$ cat config.mk
export PLATFORM = sky130hd
export DESIGN_NAME = mem_bus_responder
export DESIGN_NICKNAME = d
export VERILOG_FILES = /design/src/rtl/bus_pkg.sv /design/src/rtl/bus_wait_timer.sv /design/src/rtl/mem_bus_responder.sv
export SDC_FILE = /design/constraint.sdc
export NUM_CORES = 1
export LEC_CHECK = 0
export BUFFER_PORTS_ARGS = -buffer_cell sky130_fd_sc_hd__buf_2
export CORE_MARGIN = 2
export CORE_UTILIZATION = 40
export CTS_CLUSTER_SIZE = 20
export DETAILED_ROUTE_END_ITERATION = 8
export PLACE_DENSITY = 0.7
export SLEW_MARGIN = 10
export SYNTH_ARGS = -nofsm -noshare
export SYNTH_HDL_FRONTEND = slang
export SYNTH_SLANG_ARGS = --single-unit
$ cat constraint.sdc
create_clock -name Clock -period 2.31 [get_ports Clock]
set_input_delay 0.3465 -clock Clock [delete_from_list [all_inputs] [get_ports Clock]]
set_output_delay 0.3465 -clock Clock [all_outputs]
set_load 0.02 [all_outputs]
$ cat src/rtl/bus_pkg.sv
// Shared definitions for the memory-side bus responder: FSM state encoding,
// counter widths and the data value returned on a failed read.
package bus_pkg;

  typedef enum logic [2:0] {
    BusIdle,
    BusSetup,
    BusWait,
    BusDone,
    BusErr
  } bus_state_t;

  localparam logic [15:0] BUS_ERR_DATA = 16'hFFFF;

  // Wide enough for WAIT_CYCLES up to 15 and TIMEOUT up to 255.
  localparam int WAIT_W = 4;
  localparam int TO_W   = 8;

endpackage

$ cat src/rtl/bus_wait_timer.sv
// Wait-state and timeout counters for one memory access. load arms both
// counters; run advances them while the responder sits in its WAIT state.
module bus_wait_timer
  import bus_pkg::*;
#(
  parameter int WAIT_CYCLES = 2,
  parameter int TIMEOUT     = 15
) (
  input  logic clk,
  input  logic rst_n,
  input  logic load,
  input  logic run,
  output logic wait_done,
  output logic timeout
);

  localparam logic [TO_W-1:0] TO_LAST = TO_W'(TIMEOUT - 1);

  logic [WAIT_W-1:0] wait_cnt_q, wait_cnt_d;
  logic [TO_W-1:0]   to_cnt_q, to_cnt_d;

  assign wait_done = (wait_cnt_q == '0);
  assign timeout   = wait_done && (to_cnt_q == TO_LAST);

  // NOTE: every always_comb output gets a default first, so no path can infer a latch.
  always_comb begin
    wait_cnt_d = wait_cnt_q;
    to_cnt_d   = to_cnt_q;
    if (load) begin
      wait_cnt_d = WAIT_W'(WAIT_CYCLES);
      to_cnt_d   = '0;
    end else if (run) begin
      // Both counters stop at their end value instead of wrapping.
      if (!wait_done) begin
        wait_cnt_d = wait_cnt_q - WAIT_W'(1);
      end else if (to_cnt_q != TO_LAST) begin
        to_cnt_d = to_cnt_q + TO_W'(1);
      end
    end
  end

  // NOTE: sequential state uses non-blocking assignments only, so all flops update together.
  always_ff @(posedge clk or negedge rst_n) begin
    if (!rst_n) begin
      wait_cnt_q <= '0;
      to_cnt_q   <= '0;
    end else begin
      wait_cnt_q <= wait_cnt_d;
      to_cnt_q   <= to_cnt_d;
    end
  end

endmodule

$ cat src/rtl/mem_bus_responder.sv
// Memory-side responder on the CPU system bus: latches an address, runs one
// read or write against an external memory with wait states and timeout.
module mem_bus_responder
  import bus_pkg::bus_state_t, bus_pkg::BUS_ERR_DATA;
#(
  parameter int DATA_W      = 16,
  parameter int ADDR_W      = 16,
  parameter int WAIT_CYCLES = 2,
  parameter int TIMEOUT     = 15
) (
  input  logic              Clock,
  input  logic              nReset,
  input  logic [DATA_W-1:0] SysBus,
  input  logic              Ale,
  input  logic              Read,
  input  logic              Write,
  output logic [DATA_W-1:0] DataIn,
  output logic              Rdy,
  output logic              BusErr,
  output logic [ADDR_W-1:0] MemAddr,
  output logic [DATA_W-1:0] MemWData,
  input  logic [DATA_W-1:0] MemRData,
  output logic              MemCe,
  output logic              MemWe,
  input  logic              MemAck
);

  bus_state_t        state_q, state_d;
  logic [ADDR_W-1:0] addr_q, addr_d;
  logic [DATA_W-1:0] wdata_q, wdata_d;
  logic [DATA_W-1:0] rd_q, rd_d;
  logic              is_wr_q, is_wr_d;
  logic              wait_done, timeout;

  bus_wait_timer #(
    .WAIT_CYCLES (WAIT_CYCLES),
    .TIMEOUT     (TIMEOUT)
  ) u_timer (
    .clk       (Clock),
    .rst_n     (nReset),
    .load      (state_q == bus_pkg::BusSetup),
    .run       (state_q == bus_pkg::BusWait),
    .wait_done (wait_done),
    .timeout   (timeout)
  );

  always_comb begin
    state_d = state_q;
    addr_d  = addr_q;
    wdata_d = wdata_q;
    rd_d    = rd_q;
    is_wr_d = is_wr_q;
    unique case (state_q)
      bus_pkg::BusIdle: begin
        if (Ale) addr_d = ADDR_W'(SysBus);
        // Write alongside Read or Ale has no defined data source: reject it.
        if (Write && (Read || Ale)) begin
          state_d = bus_pkg::BusErr;
          if (Read) rd_d = DATA_W'(BUS_ERR_DATA);
        end else if (Read) begin
          state_d = bus_pkg::BusSetup;
          is_wr_d = 1'b0;
        end else if (Write) begin
          state_d = bus_pkg::BusSetup;
          wdata_d = SysBus;
          is_wr_d = 1'b1;
        end
      end
      bus_pkg::BusSetup: state_d = bus_pkg::BusWait;
      bus_pkg::BusWait: begin
        if (wait_done && MemAck) begin
          state_d = bus_pkg::BusDone;
          if (!is_wr_q) rd_d = MemRData;
        end else if (timeout) begin
          state_d = bus_pkg::BusErr;
          if (!is_wr_q) rd_d = DATA_W'(BUS_ERR_DATA);
        end
      end
      bus_pkg::BusDone,
      bus_pkg::BusErr:   state_d = bus_pkg::BusIdle;
      default:           state_d = bus_pkg::BusIdle;
    endcase
  end

  always_ff @(posedge Clock or negedge nReset) begin
    if (!nReset) begin
      state_q <= bus_pkg::BusIdle;
      addr_q  <= '0;
      wdata_q <= '0;
      rd_q    <= '0;
      is_wr_q <= 1'b0;
    end else begin
      state_q <= state_d;
      addr_q  <= addr_d;
      wdata_q <= wdata_d;
      rd_q    <= rd_d;
      is_wr_q <= is_wr_d;
    end
  end

  // Strobes decode straight from the state flop so reset drops them at once.
  assign MemCe    = (state_q == bus_pkg::BusSetup) || (state_q == bus_pkg::BusWait);
  assign MemWe    = MemCe && is_wr_q;
  assign Rdy      = (state_q == bus_pkg::BusDone) || (state_q == bus_pkg::BusErr);
  assign BusErr   = (state_q == bus_pkg::BusErr);
  assign DataIn   = rd_q;
  assign MemAddr  = addr_q;
  assign MemWData = wdata_q;

endmodule

Word-level counts from Yosys, hierarchy flattened
Index checks and enable logic that the tools add are counted.
{"block": "totals", "regBits": 64, "in_bits": 38, "output_inout_bits": 52, "word_cells": 67}
{"block": "op_classes", "addsub": 2, "n_eq_ne": 13, "muxes": 22, "bitwise_logic": 2, "n_reduce_logical": 21}
{"op": "$mux W16", "n": 6}
{"op": "$mux W8", "n": 4}
{"op": "$pmux W16 S2", "n": 1}
{"op": "$mux W3", "n": 5}
{"op": "$mux W4", "n": 3}
{"op": "$reduce_bool A2 Y1", "n": 5}
{"op": "$ne A3 B3 Y1 const B", "n": 3}
{"op": "$pmux W3 S3", "n": 1}
{"op": "$add A8 B1 Y8 const B", "n": 1}
{"op": "$eq A8 B4 Y1 const B", "n": 1}
{"op": "$ne A8 B4 Y1 const B", "n": 1}
{"op": "$eq A3 B2 Y1 const B", "n": 2}
{"op": "$reduce_and A2 Y1", "n": 3}
{"op": "$reduce_and A3 Y1", "n": 2}
{"op": "$reduce_and A6 Y1", "n": 1}
{"op": "$logic_and A1 B1 Y1", "n": 4}
{"op": "$logic_not A4 Y1", "n": 1}
{"op": "$ne A2 B2 Y1 const B", "n": 2}
{"op": "$ne A4 B4 Y1 const B", "n": 1}
{"op": "$reduce_and A4 Y1", "n": 1}
{"op": "$sub A4 B1 Y4 const B", "n": 1}
{"op": "$eq A3 B1 Y1 const B", "n": 1}
{"op": "$eq A3 B3 Y1 const B", "n": 1}
{"op": "$logic_not A3 Y1", "n": 1}
{"op": "other kinds (4)", "n": 8}

Logic depth before layout (Yosys ltp)
Gate-level depths: netlist of the first run.
{"block": "depth", "word_depth": 5, "mapped_depth": 8, "depth_no_buf": 6}

By module
A second synthesis of the first run with hierarchy kept.
{"block": "unflattened", "cells_unflattened": 236, "area_unflattened_um2": 2862.7}
{"mod": "mem_bus_responder", "n_inst": 1, "cells_each": 168, "area_per_inst_um2": 2184.6, "seq_area_each_um2": 1301.2}
{"mod": "bus_wait_timer", "n_inst": 1, "cells_each": 68, "area_per_inst_um2": 678.2, "seq_area_each_um2": 300.3}

Worst setup path before layout of the first run
OpenSTA, ideal clock, no wires.
{"block": "synth_path", "path_kind": "register to register", "startpoint": "reg u_timer.wait_cnt_q[0]", "endpoint": "reg u_timer.to_cnt_q[3]", "setup_time_ns": 0.078, "arrival_time_ns": 1.993, "required_ns": 2.232, "slack_ns": 0.239, "path_stages_with_launch": 9, "path_buffers": 2, "period_less_slack_ns": 2.071, "cell_sequence": "dfrtp_1 inv_1 ha_1 or3b_1 buf_2 or2_0 clkbuf_2 or4_1 a21oi_1"}
{"block": "synth_between", "elab_chain_len": 3}
{"item": "start, declared", "line_no": "bus_wait_timer.sv:19", "source": "logic [WAIT_W-1:0] wait_cnt_q, wait_cnt_d;"}
{"item": "start signal, assigned", "line_no": "bus_wait_timer.sv:48", "source": "wait_cnt_q <= wait_cnt_d;"}
{"item": "$logic_not A4 Y1", "line_no": "bus_wait_timer.sv:22", "source": "assign wait_done = (wait_cnt_q == '0);"}
{"item": "$reduce_bool A2 Y1 (no source line)"}
{"item": "$reduce_and A3 Y1 (no source line)"}
{"item": "end signal, assigned", "line_no": "bus_wait_timer.sv:49", "source": "to_cnt_q <= to_cnt_d;"}
{"item": "end, declared", "line_no": "bus_wait_timer.sv:20", "source": "logic [TO_W-1:0] to_cnt_q, to_cnt_d;"}
No other way between the ends.
A chain may end at the register's enable or synchronous reset.

Worst setup path after layout of the first run
{"block": "layout_path", "startpoint": "reg state_q[1]", "endpoint": "out MemWe"}
{"block": "layout_between", "elab_chain_len": 3, "elab_cells_between_ends": 4, "classes_between": "eq/ne (2); reduce/logical (2)"}
{"item": "start, declared", "line_no": "mem_bus_responder.sv:28", "source": "bus_state_t state_q, state_d;"}
{"item": "start signal, assigned", "line_no": "mem_bus_responder.sv:87", "source": "state_q <= bus_pkg::BusIdle;"}
{"item": "start signal, assigned", "line_no": "mem_bus_responder.sv:93", "source": "state_q <= state_d;"}
{"item": "$eq A3 B1 Y1 or $eq A3 B2 Y1 (tied branches)", "line_no": "mem_bus_responder.sv:102", "source": "assign MemCe = (state_q == bus_pkg::BusSetup) || (state_q == bus_pkg::BusWait);"}
{"item": "$logic_or A1 B1 Y1 (*)", "line_no": "mem_bus_responder.sv:102"}
{"item": "$logic_and A1 B1 Y1 (*)", "line_no": "mem_bus_responder.sv:103", "source": "assign MemWe = MemCe && is_wr_q;"}
{"item": "end, declared", "line_no": "mem_bus_responder.sv:24", "source": "output logic MemWe,"}
Mark *: on every way between the ends. The rest lies on a longest branch, timed or not.

==> results of run 1 <==
[metrics by stage]
step / power, W / std cells / setup slack (ns)
global route: 0.00506 / 390 / 0.0239
floorplan: 0.00301 / 210 / 0.239
global placement: 0.00359 / 373 / 0.328
finish: 0.00477 / 390 / 0.137
CTS: 0.00483 / 390 / 0.104
detailed placement: 0.00363 / 373 / 0.247
[metal layers]
| layer | vias to the layer above | GRT usage (%) |
|---|---|---|
| met4 | 0 | 6.82 |
| li1 | 960 | - |
| met5 | - | 0 |
| met3 | 9 | 6.00 |
| met1 | 953 | 21.0 |
| met2 | 74 | 23.9 |
[flip-flops by register name, indices dropped and copies added, names as in the netlist]
register / count
DataIn: 16
MemAddr: 16
MemWData: 16
is_wr_q: 1
state_q: 3
u_timer.to_cnt_q: 8
u_timer.wait_cnt_q: 4
[where the power goes]
group	internal (W)	switching [W]	total, W
clock	0.000718	0.000456	0.00117
combinational	0.000780	0.00102	0.00180
sequential	0.00154	0.000250	0.00179
total	0.00304	0.00173	0.00477
[cell type report]
cell class                      instances  area, sq um  share of cell area, %
Multi-Input combinational cell        131         1030                   29.3
Timing Repair Buffer                   98          528                   15.0
Clock buffer                            9          124                   3.53
Tap cell                               77         96.3                   2.74
Clock inverter                          7          119                   3.39
Sequential cell                        64         1600                   45.6
Inverter                                4         15.0                  0.428
[cell usage in the layout (no fill, tap or decap), drive strengths merged, types with 5 or more instances in the layout]
master	n
nand2	15
nand3	9
inv	5
mux2	32
o22a	16
nor2	6
buf	97
dfrtp	64
clkbuf	9
[cell families after synthesis]
family,Yosys count
DFF,64
and+or+nand+nor,56
muxes,36
AOI/OAI and AO/OA,33
buffers and inverters,15
xor gates and xnor gates,3
adders and majority gates,3
[worst max-delay path by stage]
stage                                     start             endpoint  slack, ns
after floorplan           u_timer.wait_cnt_q[0]  u_timer.to_cnt_q[3]       0.24
after global placement    u_timer.wait_cnt_q[0]  u_timer.to_cnt_q[3]       0.33
after detailed placement  u_timer.wait_cnt_q[0]  u_timer.to_cnt_q[3]       0.25
after CTS                            state_q[1]                MemWe       0.10
after global routing                 state_q[0]                MemWe       0.02
final                                state_q[1]                MemWe       0.14
==> impl_metrics.tcl, run 1 <==
set metrics [dict create \
    status "finished clean" \
    synth_edf_count 0 \
    postCtsSetupBuffers 0 \
    synth_cell_types 38 \
    syn_inst 210 \
    hpwl_microns 3900 \
    grt_max_degree 45 \
    fin_crit_sh_pct 94.1 \
    arrival_ns 1.83 \
    die_h_microns 86.2 \
    cp.depth 4 \
    syn_to_final_growth_pct 29.9 \
    cts_hold_buf 1 \
    overflow 0 \
    synth_top_cell_by_area "dfrtp_1" \
    gp_congestion 0.751 \
    synth_commonest_cells "dfrtp_1 (64), mux2_2 (32), o22a_1 (16)" \
    synth_xor_area_share_pct 0.972 \
    min_from "MemRData[3]" \
    ir_worst_vdd_uv 908 \
    power_per_cell_area_nw_per_um2 1360 \
    ctsResizeCount 0 \
    async_reset_ff_share_pct 100 \
    leakage_nw 1.58 \
    fp.dieW_microns 86.2 \
    synthAdderAreaFrac_pct 1.39 \
    cts_max_path_buffers 2 \
    synth.most_common_cell "dfrtp_1" \
    io_buffer_count 89 \
    core-area_sq_um 6460 \
    antennaDiodeCount 0 \
    r2r_setup_slack_ns 0.25 \
    start_kind "flop" \
    synth.area.mux_share_pct 14.8 \
    cp_max_fo 9 \
    holdPathEnd "DataIn[3]" \
    drive_gt1_share_pct 47.3 \
    final-setup-viol-count 0 \
    drcViolationCount 0 \
    hold_viol_final 0 \
    crit_buf_inv 1 \
    max_slew.worst_pin.slew_ns 0.787 \
    crit_chain "or3b_2 > nand2_1 > and2_1 > buf_2" \
    cp.required_ns 1.96 \
    wl_met3_microns 479 \
    criticalPathCategory "reg -> out" \
    synth_compound_area_share_pct 9.35 \
    rows 29 \
    fill_cells 585 \
    die_area_sq_um 7430 \
    reg2regPathDepth 6 \
    slowest_stage "or3b_2" \
    path_delay_family "simple AND/OR/NAND/NOR gates" \
    highest_layer "met4" \
    rsz0062_at_grt "no" \
    clockRootBuffer "clkbuf_8" \
    synth_top_area_share_pct 59.3 \
    finalMaxSlewViolations 0 \
    design_area_sq_um 3510 \
    fin_skew_ns 0.00517 \
    antenna_found_initial 0 \
    hold_path.class "in -> reg" \
    grt_pass1_wl_microns 9150 \
    holdWs_ns 0.216 \
    clock-sinks 64 \
    via_per_inst 5.12 \
    drt_iter0_drc 67 \
    clk_pin_slew_worst_paths_ns 0.07 \
    whs_path_depth 2 \
    synth_top_family_by_area "multiplexers" \
    r2r-end "u_timer.to_cnt_q[3]" \
    worst_skew_pair.late_latency_ns 0.34 \
    ys_seq_elements 64 \
    grt_usage_pct 16.0 \
    ioPinCount 90 \
    wl_met1_microns 2580 \
    synth.yosys.seq_area_share_pct 59.3 \
    cap_violations 0 \
    yosysWarnings 0 \
    cts_tree "done" \
    final_util_pct 54.4 \
    placed_area_sq_um 3260 \
    dominantRegCellSynth "dfrtp_1" \
    synth-simple-area-share_pct 11.5 \
    avgSynthCellArea_sq_um 12.9 \
    min_period_ns 2.17 \
    cp_slowest_stage_delay_ns 0.62 \
    initial_core_util_pct 41.8 \
    nets 349 \
    max_slew_margin_pct 47.4 \
    setup_tns_ns 0 \
    syn_area_sq_um 2700 \
    reg2reg_from "u_timer.wait_cnt_q[0]" \
    ant_nets 0 \
    fmax_mhz 460 \
    critPathCaptureType "output pin" \
    synthTopCellsByArea "dfrtp_1 (59%), mux2_2 (13%), o22a_1 (5.2%)" \
    vias 1996 \
    wire_per_inst_microns 14.3 \
    drt_pass1_iterations 4 \
    synth_fp_nets 251 \
    cts_htree_levels 3 \
    cts_made_buffers 9 \
    dr_wl_met2_microns 2430 \
    first_global_vias 1916 \
    wirelength_microns 5580 \
]
No activity file was read; power rests on OpenSTA's default activity.
==> run 2: changes to the inputs <==
Settings changed: CORE_UTILIZATION 40 to 45, PLACE_DENSITY 0.7 to 0.76.
==> run 2 against run 1 <==
Largest power group unchanged. Die area shrank 11%. Sequential power hardly changed. Final cell count shrank 0.26%. Flip-flop and latch count did not move. Register-to-register slack got worse by 0.02 ns. Utilization increased by 5.4 points. Global-route usage grew 2.5 points. Final area fell by 0.50%. Highest routed layer unchanged. Total power about the same. Hold slack worse by 0.15 ns. Clock skew up 0.0021 ns. Clock power barely moved.
==> impl_metrics.tcl, run 2 (same netlist as run 1, synthesis figures left out) <==
set metrics [dict create \
    status "finished clean" \
    rsz0062_at_grt "no" \
    final_common_cell "buf_2" \
    via_per_inst 5.16 \
    cp.required_ns 1.96 \
    core-area_sq_um 5850 \
    max_slew_margin_pct 48.9 \
    clock-sinks 64 \
    cts_hold_buf 0 \
    p_seq_share_pct 37.7 \
    max_slew.worst_pin.slew_ns 0.764 \
    initial_core_util_pct 46.2 \
    power_frac_comb_pct 38.3 \
    ctsResizeCount 0 \
    cp_max_fo 9 \
    setup_tns_ns 0 \
    hpwl_microns 4060 \
    die_h_microns 81.5 \
    grt_max_degree 34 \
    cts_made_buffers 9 \
    total_power_w 0.00476 \
    switchingPower_w 0.00172 \
    antenna_found_initial 0 \
    multiInputGateArea_sq_um 1030 \
    place_ws_ns 0.255 \
    arrival_ns 1.84 \
    vias 2008 \
    ioPinCount 90 \
    finalMaxSlewViolations 0 \
    holdWs_ns 0.0618 \
    wire_per_inst_microns 14.6 \
    die_area_sq_um 6640 \
    cts_htree_levels 3 \
    power_frac_clock_pct 24.0 \
    drive_gt1_share_pct 47.1 \
    io_buffer_count 89 \
    wirelength_microns 5670 \
    final-setup-viol-count 0 \
    drt_iter0_drc 123 \
    fmax_mhz 458 \
    grt_pass1_wl_microns 9160 \
    start_kind "flop" \
    criticalPathCategory "reg -> out" \
    p_int_w 0.00304 \
    swShare_pct 36.2 \
    first_global_vias 1948 \
    gp_congestion 0.840 \
    fin_ws_ns 0.128 \
    drt_pass1_iterations 4 \
    final_cell_mix "buf_2 (89), dfrtp_1 (64), mux2_2 (32), o22a_1 (16), nand2_1 (15)" \
    ff_latch_area_sq_um 1600 \
    leakage_nw 1.59 \
    cts_tree "done" \
    overflow 0 \
    critPathCaptureType "output pin" \
    ir_worst_vdd_uv 839 \
    postCtsSetupBuffers 0 \
    power_per_cell_area_nw_per_um2 1360 \
    fin_crit_sh_pct 94.5 \
    nets 350 \
    drcViolationCount 0 \
    syn_to_final_growth_pct 29.3 \
    fill_cells 485 \
    rows 28 \
    hold_path.class "in -> async" \
    clockRootBuffer "clkbuf_8" \
    grt_usage_pct 18.4 \
    fp.dieW_microns 81.5 \
    min_period_ns 2.18 \
    fin_skew_ns 0.00732 \
    cap_violations 0 \
    clk_pin_slew_worst_paths_ns 0.07 \
    antennaDiodeCount 0 \
    worst_skew_pair.late_latency_ns 0.34 \
    cts_max_path_buffers 2 \
    hold_viol_final 0 \
    ant_nets 0 \
]
## run 2: layout make-up
| cell class | instances | area share (%) |
|---|---|---|
| flip-flops and latches | 64 | 45.8 |
| multi-input cells | 131 | 29.4 |
| repair buffers | 99 | 14.9 |
| clock buffers | 11 | 3.76 |
| clock inverters | 5 | 2.97 |
| well taps | 75 | 2.69 |
| inverters | 4 | 0.430 |
## run 2: layer usage
metal  vias up  GRT usage, %  part of all wire [%]
met5         -             0                     0
met4         0          7.80                   1.7
met3         9          6.81                   9.3
met2        82          28.1                    43
met1       956          23.7                    46
li1        961             -                     -
## run 2: worst paths after layout
kind                                        from  slack (ns)  cells past startpoint                   to
max                                   state_q[1]        0.13                      4                MemWe
min                                       nReset        0.06                      1          MemWData[3]
max reg2reg                u_timer.wait_cnt_q[0]        0.23                      6  u_timer.to_cnt_q[3]
min reg2reg                  u_timer.to_cnt_q[7]        0.49                      1  u_timer.to_cnt_q[7]
max in group asynchronous                 nReset        1.54                      2            DataIn[5]
min in group Clock                  MemRData[12]        0.21                      2           DataIn[12]
## run 2: worst max-delay path, cell delays in order (launching register included)
cell,delay [ns]
dfrtp_1,0.46
or3b_2,0.63
nand2_1,0.13
and2_1,0.13
buf_2,0.16
## run 2: per-stage QoR
stage | std cells | util, % | area [sq um]
2_1_floorplan | 210 | - | 2700
3_3_place_gp | 373 | 55.7 | 3260
3_5_place_dp | 373 | 55.7 | 3260
4_1_cts | 389 | 59.7 | 3490
5_1_grt | 389 | 59.7 | 3490
6_report | 389 | 59.7 | 3490
## run 2: power by group through the flow
stage               Clock [W]  Combinational, W  Sequential, W
floorplan                   0          0.000807        0.00220
finish                0.00114           0.00182        0.00179
global route          0.00122           0.00198        0.00186
detailed placement          0           0.00184        0.00180
CTS                   0.00116           0.00185        0.00179
global placement            0           0.00180        0.00178
==> run 3: changes to the inputs <==
Settings changed: CORE_ASPECT_RATIO from default to 1.4.
==> run 3 against run 2 <==
Via count up 0.20%. Die area up 0.13%. Register-to-register slack about the same. Hold slack better by 0.039 ns. Clock skew up 0.0042 ns. Wire length up 0.93%. Maximum frequency up 0.46%. Combinational power about the same. Utilization down 0.67 points. Global-route usage down 0.16 points. Sequential power about the same. Largest power group unchanged.
==> impl_metrics.tcl, run 3 (same netlist as run 1, synthesis figures left out) <==
set metrics [dict create \
    status "finished clean" \
    arrival_ns 1.83 \
    io_buffer_count 89 \
    ant_nets 0 \
    cap_violations 0 \
    reg2regPathDepth 6 \
    switchingPower_w 0.00172 \
    vias 2012 \
    drt_pass1_iterations 4 \
    p_seq_share_pct 39.5 \
    max_slew_margin_pct 45.4 \
    core-area_sq_um 5820 \
    first_global_vias 1943 \
    fin_crit_sh_pct 94.0 \
    hold_path.class "in -> async" \
    cp_max_fo 9 \
    final_util_pct 59.0 \
    gp_congestion 0.805 \
    clock-sinks 64 \
    final_cell_mix "buf_2 (89), dfrtp_1 (64), mux2_2 (32), o22a_1 (16), nand2_1 (15)" \
    fmax_mhz 460 \
    critPathCapture "MemWe" \
    setup_tns_ns 0 \
    nets 348 \
    startpoint "state_q[1]" \
    power_per_cell_area_nw_per_um2 1320 \
    r2r-end "u_timer.to_cnt_q[4]" \
    p_int_w 0.00282 \
    final_common_cell "buf_2" \
    leakage_nw 1.56 \
    fin_skew_ns 0.0115 \
    syn_to_final_growth_pct 27.2 \
    slowest_stage "or3b_2" \
    cts_max_path_buffers 2 \
    antenna_found_initial 0 \
    rsz0062_at_grt "no" \
    r2r_setup_slack_ns 0.24 \
    die_h_microns 95.7 \
    cp.required_ns 1.96 \
    ctsResizeCount 0 \
    grt_max_degree 36 \
    final-setup-viol-count 0 \
    critPathCaptureType "output pin" \
    fp.dieW_microns 69.5 \
    drt_iter0_drc 87 \
    overflow 0 \
    cts_made_buffers 9 \
    max_slew.worst_pin.slew_ns 0.819 \
    cts_tree "done" \
    power_frac_clock_pct 20.3 \
    grt_pass1_wl_microns 9320 \
    start_kind "flop" \
    hold_viol_final 0 \
    wirelength_microns 5720 \
    crit_buf_inv 1 \
    antennaDiodeCount 0 \
    criticalPathCategory "reg -> out" \
    drive_gt1_share_pct 46.8 \
    ioPinCount 90 \
    rows 33 \
    min_period_ns 2.17 \
    die_area_sq_um 6650 \
    power_frac_comb_pct 40.2 \
    drcViolationCount 0 \
    cts_htree_levels 3 \
    hpwl_microns 4200 \
    grt_usage_pct 18.3 \
    ir_worst_vdd_uv 951 \
    clockRootBuffer "clkbuf_8" \
    reg2reg_from "u_timer.wait_cnt_q[0]" \
    cts_hold_buf 0 \
    via_per_inst 5.27 \
    worst_skew_pair.late_latency_ns 0.33 \
    swShare_pct 37.9 \
    finalMaxSlewViolations 0 \
    path_delay_family "simple AND/OR/NAND/NOR gates" \
    holdWs_ns 0.100 \
    initial_core_util_pct 46.4 \
    cp.depth 4 \
    clk_pin_slew_worst_paths_ns 0.07 \
    postCtsSetupBuffers 0 \
    wire_per_inst_microns 15.0 \
    cp_slowest_stage_delay_ns 0.62 \
    crit_chain "or3b_2 > nand2_1 > and2_1 > buf_2" \
]
==> run 3: cell types whose count changed in the layout (fill, tap and decap cells not counted) <==
cell        previous run  this run
buf_4                 10         7
bufinv_16              3         1
buf_12                 0         1
clkinv_2               1         2
clkinvlp_4             0         1
==> run 3: worst min path at each step <==
stage / start / end / slack [ns]
finish: nReset / MemWData[15] / 0.10
global route: nReset / MemAddr[15] / 0.16
CTS: nReset / MemAddr[15] / 0.11
detailed placement: nReset / MemAddr[15] / 0.48
global placement: nReset / MemAddr[15] / 0.46
floorplan: nReset / DataIn[0] / 0.05
==> run 3: per-layer routing <==
metal  track usage [%]  wire [microns]  up-vias
met2              31.6            3060       55
met3              3.56             226       10
met1              21.8            2310      989
li1                  -               -      958
met5                 0               0        -
met4              9.48             129        0
==> run 3: layout make-up <==
type	instances	area [sq um]
multi-input cells	131	1030
inverters	4	15.0
clock buffers	11	131
clock inverters	5	56.3
well taps	70	87.6
flip-flops and latches	64	1600
repair buffers	97	518
fillers	499	2380
==> run 3: metrics by stage <==
step           power (W)  instances  area (sq um)  setup WS, ns
3_3_place_gp     0.00359        366          3250         0.318
4_1_cts          0.00460        382          3440         0.120
3_5_place_dp     0.00366        366          3250         0.243
2_1_floorplan    0.00301        210          2700         0.239
5_1_grt          0.00481        382          3440        0.0121
6_report         0.00454        382          3440         0.137
==> run 3: power groups by stage <==
stage	sequential, W	clock, W	combinational, W
after global placement	0.00179	0	0.00180
after detailed placement	0.00181	0	0.00185
after global routing	0.00185	0.000994	0.00196
after floorplan	0.00220	0	0.000807
after CTS	0.00179	0.000954	0.00185
final	0.00179	0.000922	0.00182
